File: src/rtl/seq_divider_pkg.sv
// Shared types and helpers for the seq_divider coprocessor.
package seq_divider_pkg;

  typedef enum logic [1:0] {
    IDLE   = 2'd0,
    BUSY   = 2'd1,
    FINISH = 2'd2
  } state_e;

  function automatic int cnt_width(input int width);
    return $clog2(width + 1);
  endfunction

endpackage

File: src/rtl/div_step.sv
// One restoring shift-subtract step: shift the next dividend bit into the
// partial remainder and subtract the divisor if it fits.
module div_step #(
  parameter int WIDTH = 8
) (
  input  logic [WIDTH-1:0] rem_i,
  input  logic [WIDTH-1:0] q_i,
  input  logic [WIDTH-1:0] divisor_i,
  output logic [WIDTH-1:0] rem_o,
  output logic [WIDTH-1:0] q_o
);

  logic [WIDTH:0] shifted;
  logic [WIDTH:0] trial;

  // The extra top bit makes the borrow of the subtract its sign bit.
  assign shifted = {rem_i, q_i[WIDTH-1]};
  assign trial   = shifted - {1'b0, divisor_i};

  always_comb begin
    if (!trial[WIDTH]) begin
      rem_o = trial[WIDTH-1:0];
    end else begin
      rem_o = shifted[WIDTH-1:0];
    end
    q_o = {q_i[WIDTH-2:0], ~trial[WIDTH]};
  end

endmodule

File: src/rtl/seq_divider.sv
// Multi-cycle restoring divider with start/finish handshake and div-by-zero flag.
// Define SEQ_DIVIDER_SIGNED_EN for two's complement operands (truncating division).
module seq_divider
  import seq_divider_pkg::*;
#(
  parameter int WIDTH = 8
) (
  input  logic             clk_i,
  input  logic             reset_i,
  input  logic             start_i,
  input  logic [WIDTH-1:0] dividend_i,
  input  logic [WIDTH-1:0] divisor_i,
  output logic             busy_o,
  output logic             finish_o,
  output logic             div_zero_o,
  output logic [WIDTH-1:0] quotient_o,
  output logic [WIDTH-1:0] remainder_o
);

  localparam int CW = cnt_width(WIDTH);

  state_e           state_q, state_d;
  logic [WIDTH-1:0] rem_q, rem_d;
  logic [WIDTH-1:0] q_q, q_d;
  logic [WIDTH-1:0] dvsr_q, dvsr_d;
  logic [CW-1:0]    cnt_q, cnt_d;
  logic [WIDTH-1:0] quot_q, quot_d;
  logic [WIDTH-1:0] remd_q, remd_d;
  logic             dz_q, dz_d;
  logic [WIDTH-1:0] step_rem, step_q;
  logic [WIDTH-1:0] dvd_mag, dvs_mag;
  logic [WIDTH-1:0] quot_fix, remd_fix;

  div_step #(.WIDTH(WIDTH)) u_step (
    .rem_i     (rem_q),
    .q_i       (q_q),
    .divisor_i (dvsr_q),
    .rem_o     (step_rem),
    .q_o       (step_q)
  );

`ifdef SEQ_DIVIDER_SIGNED_EN
  logic neg_q_q, neg_q_d;
  logic neg_r_q, neg_r_d;

  always_comb begin
    dvd_mag  = dividend_i[WIDTH-1] ? -dividend_i : dividend_i;
    dvs_mag  = divisor_i[WIDTH-1]  ? -divisor_i  : divisor_i;
    neg_q_d  = neg_q_q;
    neg_r_d  = neg_r_q;
    if (state_q == IDLE && start_i) begin
      neg_q_d = dividend_i[WIDTH-1] ^ divisor_i[WIDTH-1];
      neg_r_d = dividend_i[WIDTH-1];
    end
    // MIN/-1 yields magnitude 2^(WIDTH-1), which reads back as MIN.
    quot_fix = neg_q_q ? -step_q   : step_q;
    remd_fix = neg_r_q ? -step_rem : step_rem;
  end

  always_ff @(posedge clk_i) begin
    if (reset_i) begin
      neg_q_q <= 1'b0;
      neg_r_q <= 1'b0;
    end else begin
      neg_q_q <= neg_q_d;
      neg_r_q <= neg_r_d;
    end
  end
`else
  always_comb begin
    dvd_mag  = dividend_i;
    dvs_mag  = divisor_i;
    quot_fix = step_q;
    remd_fix = step_rem;
  end
`endif

  // State register
  always_ff @(posedge clk_i) begin
    if (reset_i) begin
      state_q <= IDLE;
    end else begin
      state_q <= state_d;
    end
  end

  // Next-state logic
  always_comb begin
    state_d = state_q;
    case (state_q)
      IDLE: begin
        if (start_i) begin
          state_d = (divisor_i != '0) ? BUSY : FINISH;
        end
      end
      BUSY: begin
        if (cnt_q == CW'(1)) begin
          state_d = FINISH;
        end
      end
      FINISH:  state_d = IDLE;
      default: state_d = IDLE;
    endcase
  end

  // Outputs decoded from registered state
  always_comb begin
    busy_o      = (state_q == BUSY);
    finish_o    = (state_q == FINISH);
    div_zero_o  = dz_q;
    quotient_o  = quot_q;
    remainder_o = remd_q;
  end

  // Datapath; result registers only move on the edge into FINISH
  always_comb begin
    rem_d  = rem_q;
    q_d    = q_q;
    dvsr_d = dvsr_q;
    cnt_d  = cnt_q;
    quot_d = quot_q;
    remd_d = remd_q;
    dz_d   = dz_q;
    case (state_q)
      IDLE: begin
        if (start_i) begin
          if (divisor_i != '0) begin
            rem_d  = '0;
            q_d    = dvd_mag;
            dvsr_d = dvs_mag;
            cnt_d  = CW'(WIDTH);
          end else begin
            quot_d = '1;
            remd_d = dividend_i;
            dz_d   = 1'b1;
          end
        end
      end
      BUSY: begin
        rem_d = step_rem;
        q_d   = step_q;
        cnt_d = cnt_q - CW'(1);
        if (cnt_q == CW'(1)) begin
          quot_d = quot_fix;
          remd_d = remd_fix;
          dz_d   = 1'b0;
        end
      end
      default: ;
    endcase
  end

  always_ff @(posedge clk_i) begin
    if (reset_i) begin
      rem_q  <= '0;
      q_q    <= '0;
      dvsr_q <= '0;
      cnt_q  <= '0;
      quot_q <= '0;
      remd_q <= '0;
      dz_q   <= 1'b0;
    end else begin
      rem_q  <= rem_d;
      q_q    <= q_d;
      dvsr_q <= dvsr_d;
      cnt_q  <= cnt_d;
      quot_q <= quot_d;
      remd_q <= remd_d;
      dz_q   <= dz_d;
    end
  end

endmodule

File: config.mk
export PLATFORM = sky130hd
export DESIGN_NAME = seq_divider
export DESIGN_NICKNAME = d
export VERILOG_FILES = /design/src/rtl/seq_divider_pkg.sv /design/src/rtl/div_step.sv /design/src/rtl/seq_divider.sv
export SDC_FILE = /design/constraint.sdc
export NUM_CORES = 1
export LEC_CHECK = 0
export BUFFER_PORTS_ARGS = -buffer_cell sky130_fd_sc_hd__buf_2
export CAP_MARGIN = 20
export CORE_ASPECT_RATIO = 1.75
export CORE_MARGIN = 10
export CORE_UTILIZATION = 50
export DETAILED_ROUTE_END_ITERATION = 16
export PLACE_DENSITY = 0.78
export SETUP_SLACK_MARGIN = 0.1
export SLEW_MARGIN = 20
export SYNTH_ARGS = -nofsm -noshare
export SYNTH_HDL_FRONTEND = slang
export SYNTH_SLANG_ARGS = --single-unit
File: constraint.sdc
create_clock -name clk_i -period 5.2 [get_ports clk_i]
set_clock_uncertainty 0.15 [all_clocks]
set_input_delay 0.26 -clock clk_i [delete_from_list [all_inputs] [get_ports clk_i]]
set_output_delay 0.26 -clock clk_i [all_outputs]
set_load 0.03 [all_outputs]
==> results.json, run 1 <==
{
  "cts_buffers": 5,
  "hold_class": "input port to register",
  "insertedDiodeCount": 0,
  "h-tree-depth": 2,
  "setup_viol": 0,
  "rsz0062_at_grt": "no",
  "die_area_mm2": 0.008294,
  "drv_cap": 0,
  "core-area_mm2": 0.004748,
  "seq_area_frac_synth_pct": 37.90,
  "routed_wl_um": 6203,
  "syn_avg_cell_area_um2": 8.247,
  "irDropWorstVdd_v": 0.0003354,
  "clock-sinks": 47,
  "placed_cells": 377,
  "rrSetupSlack_ns": 2.41,
  "ioPinCount": 38,
  "fillCellCount": 445,
  "ys.flop_type": "dfxtp_1",
  "slowest_stage": "or4_1",
  "cts_buffer_depth": 2,
  "path_class": "register to register",
  "fin_crit_ns": 2.790,
  "fin_nets": 362,
  "grt_pass1_vias": 2152,
  "ys_warn_count": 0,
  "cts_resized": 0,
  "start_util_pct": 52.28,
  "rr_startpoint": "q_q[7]",
  "post_cts_buffers": 0,
  "relSlewSlack_pct": 33.31,
  "drv_slew": 0,
  "netlist_area_mm2": 0.002482,
  "arrival_ns": 2.84,
  "layout.cells.non_filler": 385,
  "hold_end": "dvsr_q[1]",
  "port_buffers": 37,
  "cp_top_family": "simple AND/OR/NAND/NOR gates",
  "wl_per_cell_um": 16.11,
  "worst-endpoint-required_ns": 5.25,
  "final_cell_mix": "nor2_1 (51), dfxtp_1 (47), buf_2 (37)",
  "hold_viol": 0,
  "cts_hold_buf": 0,
  "syn_to_final_growth_pct": 12.55,
  "critPathMaxStageDelay_ns": 0.53,
  "p_leak_uw": 0.001203,
  "final_util_pct": 58.84,
  "vias": 2221,
  "whs_path_depth": 3,
  "syn_nets": 331,
  "cts_tree": "yes",
  "hold_start": "divisor_i[1]",
  "synth-edff-count": 0,
  "status": "finished clean",
  "reg2reg_to": "rem_q[5]",
  "drt-pass1-iter-count": 4,
  "drc_errors": 0,
  "die_height_um": 113.2,
  "timing.setup.tns_ns": 0,
  "path_buf_inv": 2,
  "finalCritPeriodShare_pct": 53.65,
  "drive_above_1_share_pct": 18.32,
  "crit_path_cell_trace": "inv_1 -> ha_1 -> inv_1 -> fa_1 -> a211oi_2 -> nor3_4 -> mux2i_4 -> nor2_2 -> or4_1 -> o311ai_1",
  "cp_max_fo": 7,
  "die_w_um": 73.27,
  "grt_pass1_wl_um": 9853,
  "ctsRootBufferMaster": "clkbuf_8",
  "power_density_mw_per_mm2": 392.8,
  "place_hpwl_um": 4887,
  "crit_top_cell": "inv_1",
  "final_common_cell": "nor2_1",
  "tightest_slew_ns": 0.9967,
  "grt.total_usage_pct": 14.44,
  "antenna_found_initial": 0,
  "num_rows": 33,
  "synth_cells": 301,
  "worst-r2r-cell-count": 10,
  "max_freq_mhz": 358.5,
  "path_clk_slew_ns": 0.09,
  "grt_max_degree": 42,
  "drt-initial-drc-count": 200,
  "clock_latency_ns": 0.30,
  "critPathCaptureType": "register",
  "grt_overflow": 0,
  "synth_cell_types": 52,
  "viasPerCell": 5.769,
  "postRouteAntennaNets": 0,
  "place.gp.congestion": 0.8901,
  "yosys_register_bits": 47,
  "cp-start-kind": "register",
  "synthArstFlopShare_pct": 0
}
-- per-layer routing --
layer / wire, um / share of wire, % / GRT usage, %
met4: 191 / 3.1 / 6.234
met1: 2267 / 37 / 14.15
met3: 351 / 5.7 / 2.887
met5: 0 / 0 / 0
met2: 3392 / 55 / 27.35
-- report_power, final --
part           internal, uW  switching (uW)  leakage [uW]
clock network           143             129     0.0000581
registers               391            24.8      0.000384
logic                   160             249      0.000760
-- area by class of cell --
type                       count  area, um^2  share of cell area [%]
clock buffer                   5       68.82                   2.463
tap                           52       65.06                   2.329
clock inverter                 3       43.79                   1.567
multi-input combinational    224        1423                   50.92
timing repair buffer          38       192.7                   6.897
sequential                    47       940.9                   33.68
inverter                      16       60.06                   2.150
-- registers in the layout, indices dropped and copies added (netlist names) --
signal       flops
rem_q            8
q_q              8
div_zero_o       1
cnt_q            4
state_q          2
dvsr_q           8
quotient_o       8
remainder_o      8
-- how the worst max path moves through the flow --
stage	from	end	slack [ns]	cells past startpoint
2_1_floorplan	q_q[7]	rem_q[5]	2.67	10
5_1_grt	q_q[7]	rem_q[5]	2.25	10
3_3_place_gp	q_q[7]	rem_q[5]	2.56	10
6_report	q_q[7]	rem_q[5]	2.41	10
3_5_place_dp	q_q[7]	rem_q[5]	2.44	10
4_1_cts	q_q[7]	rem_q[5]	2.41	10
-- worst min-delay path, delay by kind of cell --
| kind | cells | cell delay, ns |
|---|---|---|
| and+or+nand+nor | 1 | 0.08 |
| buffers and inverters | 1 | 0.09 |
| muxes | 1 | 0.06 |
-- cells by family (layout without fill, tap and decap cells) --
logic type | count (synthesis) | count (layout) | synth area share, %
xor+xnor | 6 | 6 | 2.117
buf+inv | 30 | 62 | 4.788
simple gates | 130 | 130 | 25.00
compound gates | 66 | 66 | 19.20
fa+ha+maj | 11 | 11 | 5.847
mux | 11 | 11 | 5.141
flops | 47 | 47 | 37.90
-- Yosys cell counts (2+ instances only) --
cell type / number / area (um^2)
nor2_1: 51 / 191.4
dfxtp_1: 47 / 940.9
nand2_1: 32 / 120.1
inv_1: 15 / 56.30
nor3_1: 14 / 70.07
o21ai_0: 14 / 70.07
a21oi_1: 10 / 50.05
a311oi_1: 10 / 87.58
clkbuf_1: 10 / 37.54
ha_1: 10 / 125.1
mux2i_1: 9 / 90.09
nand3_1: 7 / 35.03
a211oi_1: 6 / 45.04
nand2b_1: 6 / 37.54
xor2_1: 5 / 43.79
a21o_1: 4 / 30.03
and2_1: 4 / 25.02
o21a_1: 4 / 30.03
o21bai_1: 4 / 30.03
a32oi_1: 2 / 17.52
buf_2: 2 / 10.01
nand4_1: 2 / 12.51
nor3_4: 2 / 32.53
o31ai_1: 2 / 15.01
or4_4: 2 / 22.52
-- metrics by stage --
| step | hold slack [ns] | instance area, um^2 | setup slack [ns] | total power [uW] |
|---|---|---|---|---|
| 6_report | 0.06959 | 2794 | 2.410 | 1098 |
| 3_5_place_dp | 0.3350 | 2681 | 2.440 | 828.7 |
| 4_1_cts | 0.07236 | 2794 | 2.405 | 1096 |
| 3_3_place_gp | 0.3265 | 2681 | 2.563 | 822.4 |
| 5_1_grt | 0.07637 | 2794 | 2.250 | 1160 |
| 2_1_floorplan | 0.2572 | 2482 | 2.671 | 738.7 |
Note: power is estimated with default switching activity, not from simulation.
==> run 2, diff against run 1 <==
- clock period: 5.2 -> 2.9 ns (I/O delays scaled with it)
==> run 2 against run 1 <==
  * Power rose by 92%
  * Final area rose by 7.4%
  * Critical path depth did not move
  * Core utilization rose by 4.4 points
  * Clock power rose by 110%
  * Via count rose by 7.7%
  * Combinational power rose by 94%
  * Setup slack got worse by 2.2 ns
  * Clock-buffer cell count rose by 1
==> results.json, run 2 (synthesis gave the netlist of run 1 again) <==
{
  "path_clk_slew_ns": 0.09,
  "tightest_slew_ns": 0.9786,
  "drv_slew": 0,
  "rsz0062_at_grt": "no",
  "cts_buffers": 5,
  "worst-endpoint-required_ns": 2.96,
  "cp-start-kind": "register",
  "grt.total_usage_pct": 16.26,
  "antenna_found_initial": 0,
  "fin_crit_ns": 2.682,
  "drt-initial-drc-count": 187,
  "die_height_um": 113.2,
  "grt_overflow": 0,
  "place_hpwl_um": 5069,
  "final_cell_mix": "nor2_1 (51), dfxtp_1 (47), buf_2 (37)",
  "hold_viol": 0,
  "slowest_stage": "or4_1",
  "setup_slack_ns": 0.2185,
  "arrival_ns": 2.74,
  "irDropWorstVdd_v": 0.0004855,
  "clock_latency_ns": 0.30,
  "final_util_pct": 63.21,
  "setup_viol": 0,
  "critPathMaxStageDelay_ns": 0.53,
  "p_leak_uw": 0.001301,
  "relSlewSlack_pct": 34.52,
  "critPathCaptureType": "register",
  "max_freq_mhz": 372.9,
  "timing.setup.tns_ns": 0,
  "port_buffers": 37,
  "drt-pass1-iter-count": 4,
  "finalCritPeriodShare_pct": 92.47,
  "clkPwrFrac_pct": 26.9,
  "swShare_pct": 34.99,
  "core-area_mm2": 0.004748,
  "path_class": "register to register",
  "die_w_um": 73.27,
  "crit_top_cell": "inv_1",
  "crit_path_cell_trace": "inv_1 -> ha_1 -> inv_1 -> fa_2 -> a211oi_4 -> nor3_4 -> mux2i_4 -> nor2_2 -> or4_1 -> o311ai_1",
  "drive_above_1_share_pct": 19.83,
  "pre_cts_slack_ns": 0.1573,
  "start_util_pct": 52.28,
  "power_switching_uw": 737.0,
  "syn_to_final_growth_pct": 20.92,
  "clock-sinks": 47,
  "h-tree-depth": 2,
  "grt_pass1_wl_um": 11100,
  "die_area_mm2": 0.008294,
  "ctsRootBufferMaster": "clkbuf_8",
  "final_common_cell": "nor2_1",
  "num_rows": 33,
  "drv_cap": 0,
  "insertedDiodeCount": 0,
  "cts_tree": "yes",
  "place.gp.congestion": 0.9076,
  "status": "finished clean",
  "vias": 2393,
  "routed_wl_um": 6734,
  "fin_nets": 382,
  "hold_class": "input port to register",
  "power_density_mw_per_mm2": 701.6,
  "viasPerCell": 5.909,
  "postRouteAntennaNets": 0,
  "ioPinCount": 38,
  "cp_max_fo": 6,
  "drc_errors": 0,
  "wl_per_cell_um": 16.63,
  "grt_max_degree": 27,
  "intPower_uw": 1369,
  "grt_pass1_vias": 2369,
  "power_frac_comb_pct": 37.7,
  "cts_buffer_depth": 2,
  "p_seq_share_pct": 35.4
}
-- run 2: cell types whose count changed in the layout (fill, tap and decap cells not counted) --
cell,before,now
a211oi_2,1,0
a211oi_4,0,1
buf_4,1,10
bufinv_16,1,2
clkbuf_1,0,1
clkinv_2,1,0
clkinv_4,1,0
dlygate4sd3_1,0,11
fa_1,1,0
fa_2,0,1
-- run 2: per-stage QoR --
step / area (um^2) / hold slack [ns] / total power [uW] / cells
4_1_cts: 2977 / 0.005899 / 2068 / 403
3_3_place_gp: 2734 / 0.2507 / 1480 / 384
3_5_place_dp: 2734 / 0.2560 / 1500 / 384
5_1_grt: 3002 / 0.01081 / 2211 / 405
6_report: 3002 / 0.01236 / 2106 / 405
2_1_floorplan: 2482 / 0.1422 / 1325 / 301
-- run 2: repair_timing --
item	CTS	global route
resized for setup	0	2
endpoints found under the setup margin	0	2
endpoints found under the hold margin	13	0
buffers inserted	0	2
hold buffers	11	0
-- run 2: worst paths after layout --
path / start / end / slack (ns) / depth (start not counted)
hold reg to reg: quotient_o[6] / quotient_o[6] / 0.34 / 2
setup / recovery: q_q[7] / rem_q[5] / 0.22 / 10
hold / removal: dividend_i[2] / q_q[2] / 0.01 / 3
setup reg to reg: q_q[7] / rem_q[5] / 0.22 / 10
-- run 2: worst max-delay path, delay by kind of cell (launching register included) --
family / cells / cell delay, ns
AO/OA/AOI/OAI: 2 / 0.41
multiplexers: 1 / 0.27
adder cells (fa/ha/maj): 2 / 0.56
AND/OR/NAND/NOR: 3 / 0.74
flip-flops: 1 / 0.32
buffers and inverters: 2 / 0.14
-- run 2: power by group through the flow --
stage	registers (uW)	clock network [uW]	logic (uW)
after floorplan	766	0	558
after global placement	757	0	723
after detailed placement	758	0	742
after CTS	744	569	756
after global routing	752	594	866
final	745	566	795
-- run 2: per-layer routing --
metal,part of all wire (%),global-route usage (%)
met5,0,0
met1,36,15.96
met3,4.5,3.412
met4,4.1,9.033
met2,55,29.76
-- run 2: area by class of cell --
class                      instances  area (um^2)
fill                             390         1747
multi-input combinational        224         1433
sequential                        47        940.9
timing repair buffer              58        370.4
clock buffer                       6        72.57
tap                               52        65.06
clock inverter                     2        60.06
inverter                          16        60.06
==> run 3, diff against run 2 <==
- ABC_AREA: unset -> 1
- HOLD_SLACK_MARGIN: unset -> 0.02
- PLACE_DENSITY: 0.78 -> 0.77
- clock period: 2.9 -> 2.7 ns (I/O delays scaled with it)
==> run 3 against run 2 <==
  * Final cell count is 21% higher
  * Highest routed layer unchanged
  * Flip-flop and latch count unchanged
  * Via count is 3.5% higher
  * Clock power decreased by 27%
  * Largest power group is now sequential cells
  * Die area increased by 4.1%
  * Worst hold slack better by 0.043 ns
  * Wire length down 9.3%
  * Synthesized cell count grew 32%
  * Clock-buffer cell count stayed put
  * Critical endpoint is now dvsr_q[0]
  * Final area fell by 1.5%
  * Global-route usage shrank 1.3 points
==> results.json, run 3 <==
{
  "status": "finished clean",
  "hold_viol": 0,
  "placed_cells": 475,
  "cts_tree": "yes",
  "post_cts_buffers": 0,
  "worst-r2r-cell-count": 14,
  "yosys_register_bits": 47,
  "synth_top_area_share_pct": 35.98,
  "syn_avg_cell_area_um2": 6.604,
  "place.gp.congestion": 0.8655,
  "irDropWorstVdd_v": 0.0003439,
  "rr_startpoint": "q_q[7]",
  "synth_cells": 396,
  "cp_max_fo": 16,
  "cts_buffers": 5,
  "seq_area_frac_synth_pct": 35.98,
  "routed_wl_um": 6108,
  "relSlewSlack_pct": 42.94,
  "final_cell_mix": "nand2_1 (84), inv_1 (65), nor2_1 (55)",
  "path_class": "input port to register",
  "worst-endpoint-required_ns": 2.79,
  "synthTopCellsByArea": "dfxtp_1 (36%), nand2_1 (12%), inv_1 (9.3%)",
  "synthArstFlopShare_pct": 0,
  "port_buffers": 37,
  "post-synth-top-count-cell": "nand2_1",
  "vias": 2477,
  "die_w_um": 74.67,
  "core-area_mm2": 0.005020,
  "setup_viol": 0,
  "pre_cts_slack_ns": 0.5557,
  "num_rows": 34,
  "max_freq_mhz": 455.3,
  "power.total_uw": 1842,
  "layout.cells.non_filler": 492,
  "wl_per_cell_um": 12.41,
  "hold_start": "reset_i",
  "drt-pass1-iter-count": 4,
  "ys.flop_type": "dfxtp_1",
  "hold_class": "input port to register",
  "postRouteAntennaNets": 0,
  "synth-edff-count": 0,
  "whs_path_depth": 2,
  "drv_cap": 0,
  "insertedDiodeCount": 0,
  "path_clk_slew_ns": 0.09,
  "start_util_pct": 52.09,
  "netlist_area_mm2": 0.002615,
  "fin_nets": 467,
  "fin_crit_ns": 2.196,
  "critPathCaptureType": "register",
  "finalCritPeriodShare_pct": 81.34,
  "clock_latency_ns": 0.30,
  "drc_errors": 0,
  "ys_top_cells_by_count": "nand2_1 (84), inv_1 (65), nor2_1 (55), dfxtp_1 (47), nand3_1 (41)",
  "grt_max_degree": 32,
  "syn_nets": 426,
  "place_hpwl_um": 4606,
  "grt_overflow": 0,
  "synth_area_leader_cell": "dfxtp_1",
  "viasPerCell": 5.035,
  "h-tree-depth": 2,
  "clock-sinks": 47,
  "final_common_cell": "nand2_1",
  "grt.total_usage_pct": 14.99,
  "tightest_slew_ns": 0.8550,
  "drive_above_1_share_pct": 14.38,
  "drt-initial-drc-count": 169,
  "setup_slack_ns": 0.5037,
  "p_leak_uw": 0.001592,
  "ctsRootBufferMaster": "clkbuf_8",
  "die_area_mm2": 0.008636,
  "ys_warn_count": 0,
  "rsz0062_at_grt": "no",
  "arrival_ns": 2.29,
  "grt_pass1_wl_um": 10380,
  "critical_path.startpoint": "divisor_i[5]",
  "cts_buffer_depth": 2,
  "syn_to_final_growth_pct": 13.11,
  "antenna_found_initial": 0,
  "power_density_mw_per_mm2": 622.7,
  "synth_cell_types": 30,
  "cp-start-kind": "input port",
  "die_height_um": 115.7,
  "rrSetupSlack_ns": 0.56,
  "ioPinCount": 38,
  "timing.setup.tns_ns": 0,
  "grt_pass1_vias": 2360,
  "drv_slew": 0
}
-- run 3: worst paths after layout --
path	to
max	dvsr_q[0]
min reg2reg	quotient_o[2]
max reg2reg	remainder_o[7]
min	cnt_q[3]
-- run 3: per-stage QoR --
| step | utilization (%) | area [um^2] | hold WS, ns |
|---|---|---|---|
| 6_report | 58.92 | 2958 | 0.05571 |
| 5_1_grt | 58.92 | 2958 | 0.07030 |
| 4_1_cts | 58.92 | 2958 | 0.05434 |
| 3_5_place_dp | 55.43 | 2783 | 0.2796 |
| 3_3_place_gp | 55.43 | 2783 | 0.2794 |
| 2_1_floorplan | - | 2615 | 0.1332 |
-- run 3: cells by family (layout without fill, tap and decap cells) --
logic type | after synthesis | after routing | synth area share (%)
adders and majority gates | 11 | 11 | 5.550
buffers and inverters | 83 | 125 | 13.83
xor gates and xnor gates | 5 | 5 | 1.675
DFF | 47 | 47 | 35.98
and+or+nand+nor | 195 | 195 | 32.20
AOI/OAI and AO/OA | 55 | 55 | 10.77
-- run 3: critical path, stage by stage --
cell           delay, ns
dlygate4sd3_1       0.53
buf_2               0.13
nor2_1              0.09
nand2_1             0.07
nor2_2              0.13
nor2_1              0.06
nand2_1             0.31
o21ai_0             0.13
nor2_1              0.13
dlygate4sd3_1       0.56
-- run 3: power by group --
group / switching (uW) / leakage (uW) / internal [uW] / total (uW)
sequential: 37.7 / 0.000386 / 766 / 803
combinational: 415 / 0.00116 / 209 / 624
clock: 233 / 0.0000412 / 181 / 414
total: 686 / 0.00159 / 1160 / 1840
-- run 3: final cells by class --
class	count	area (um^2)
Fill cell	489	2062
Multi-Input combinational cell	266	1313
Sequential cell	47	940.9
Timing Repair Buffer	48	290.3
Inverter	69	261.5
Clock buffer	6	72.57
Tap cell	54	67.56
Clock inverter	2	12.51
-- run 3: routing by layer --
metal | up-vias | GRT usage (%) | part of all wire (%)
met5 | - | 0 | 0
met2 | 62 | 27.88 | 52
met1 | 1102 | 15.46 | 39
met3 | 11 | 3.082 | 6.0
li1 | 1302 | - | -
met4 | 0 | 6.345 | 2.3
-- run 3: what timing repair did --
| action | in CTS | in global routing |
|---|---|---|
| hold endpoints to repair | 8 | 0 |
| hold buffers | 9 | 0 |
| gates resized for setup | 0 | 0 |
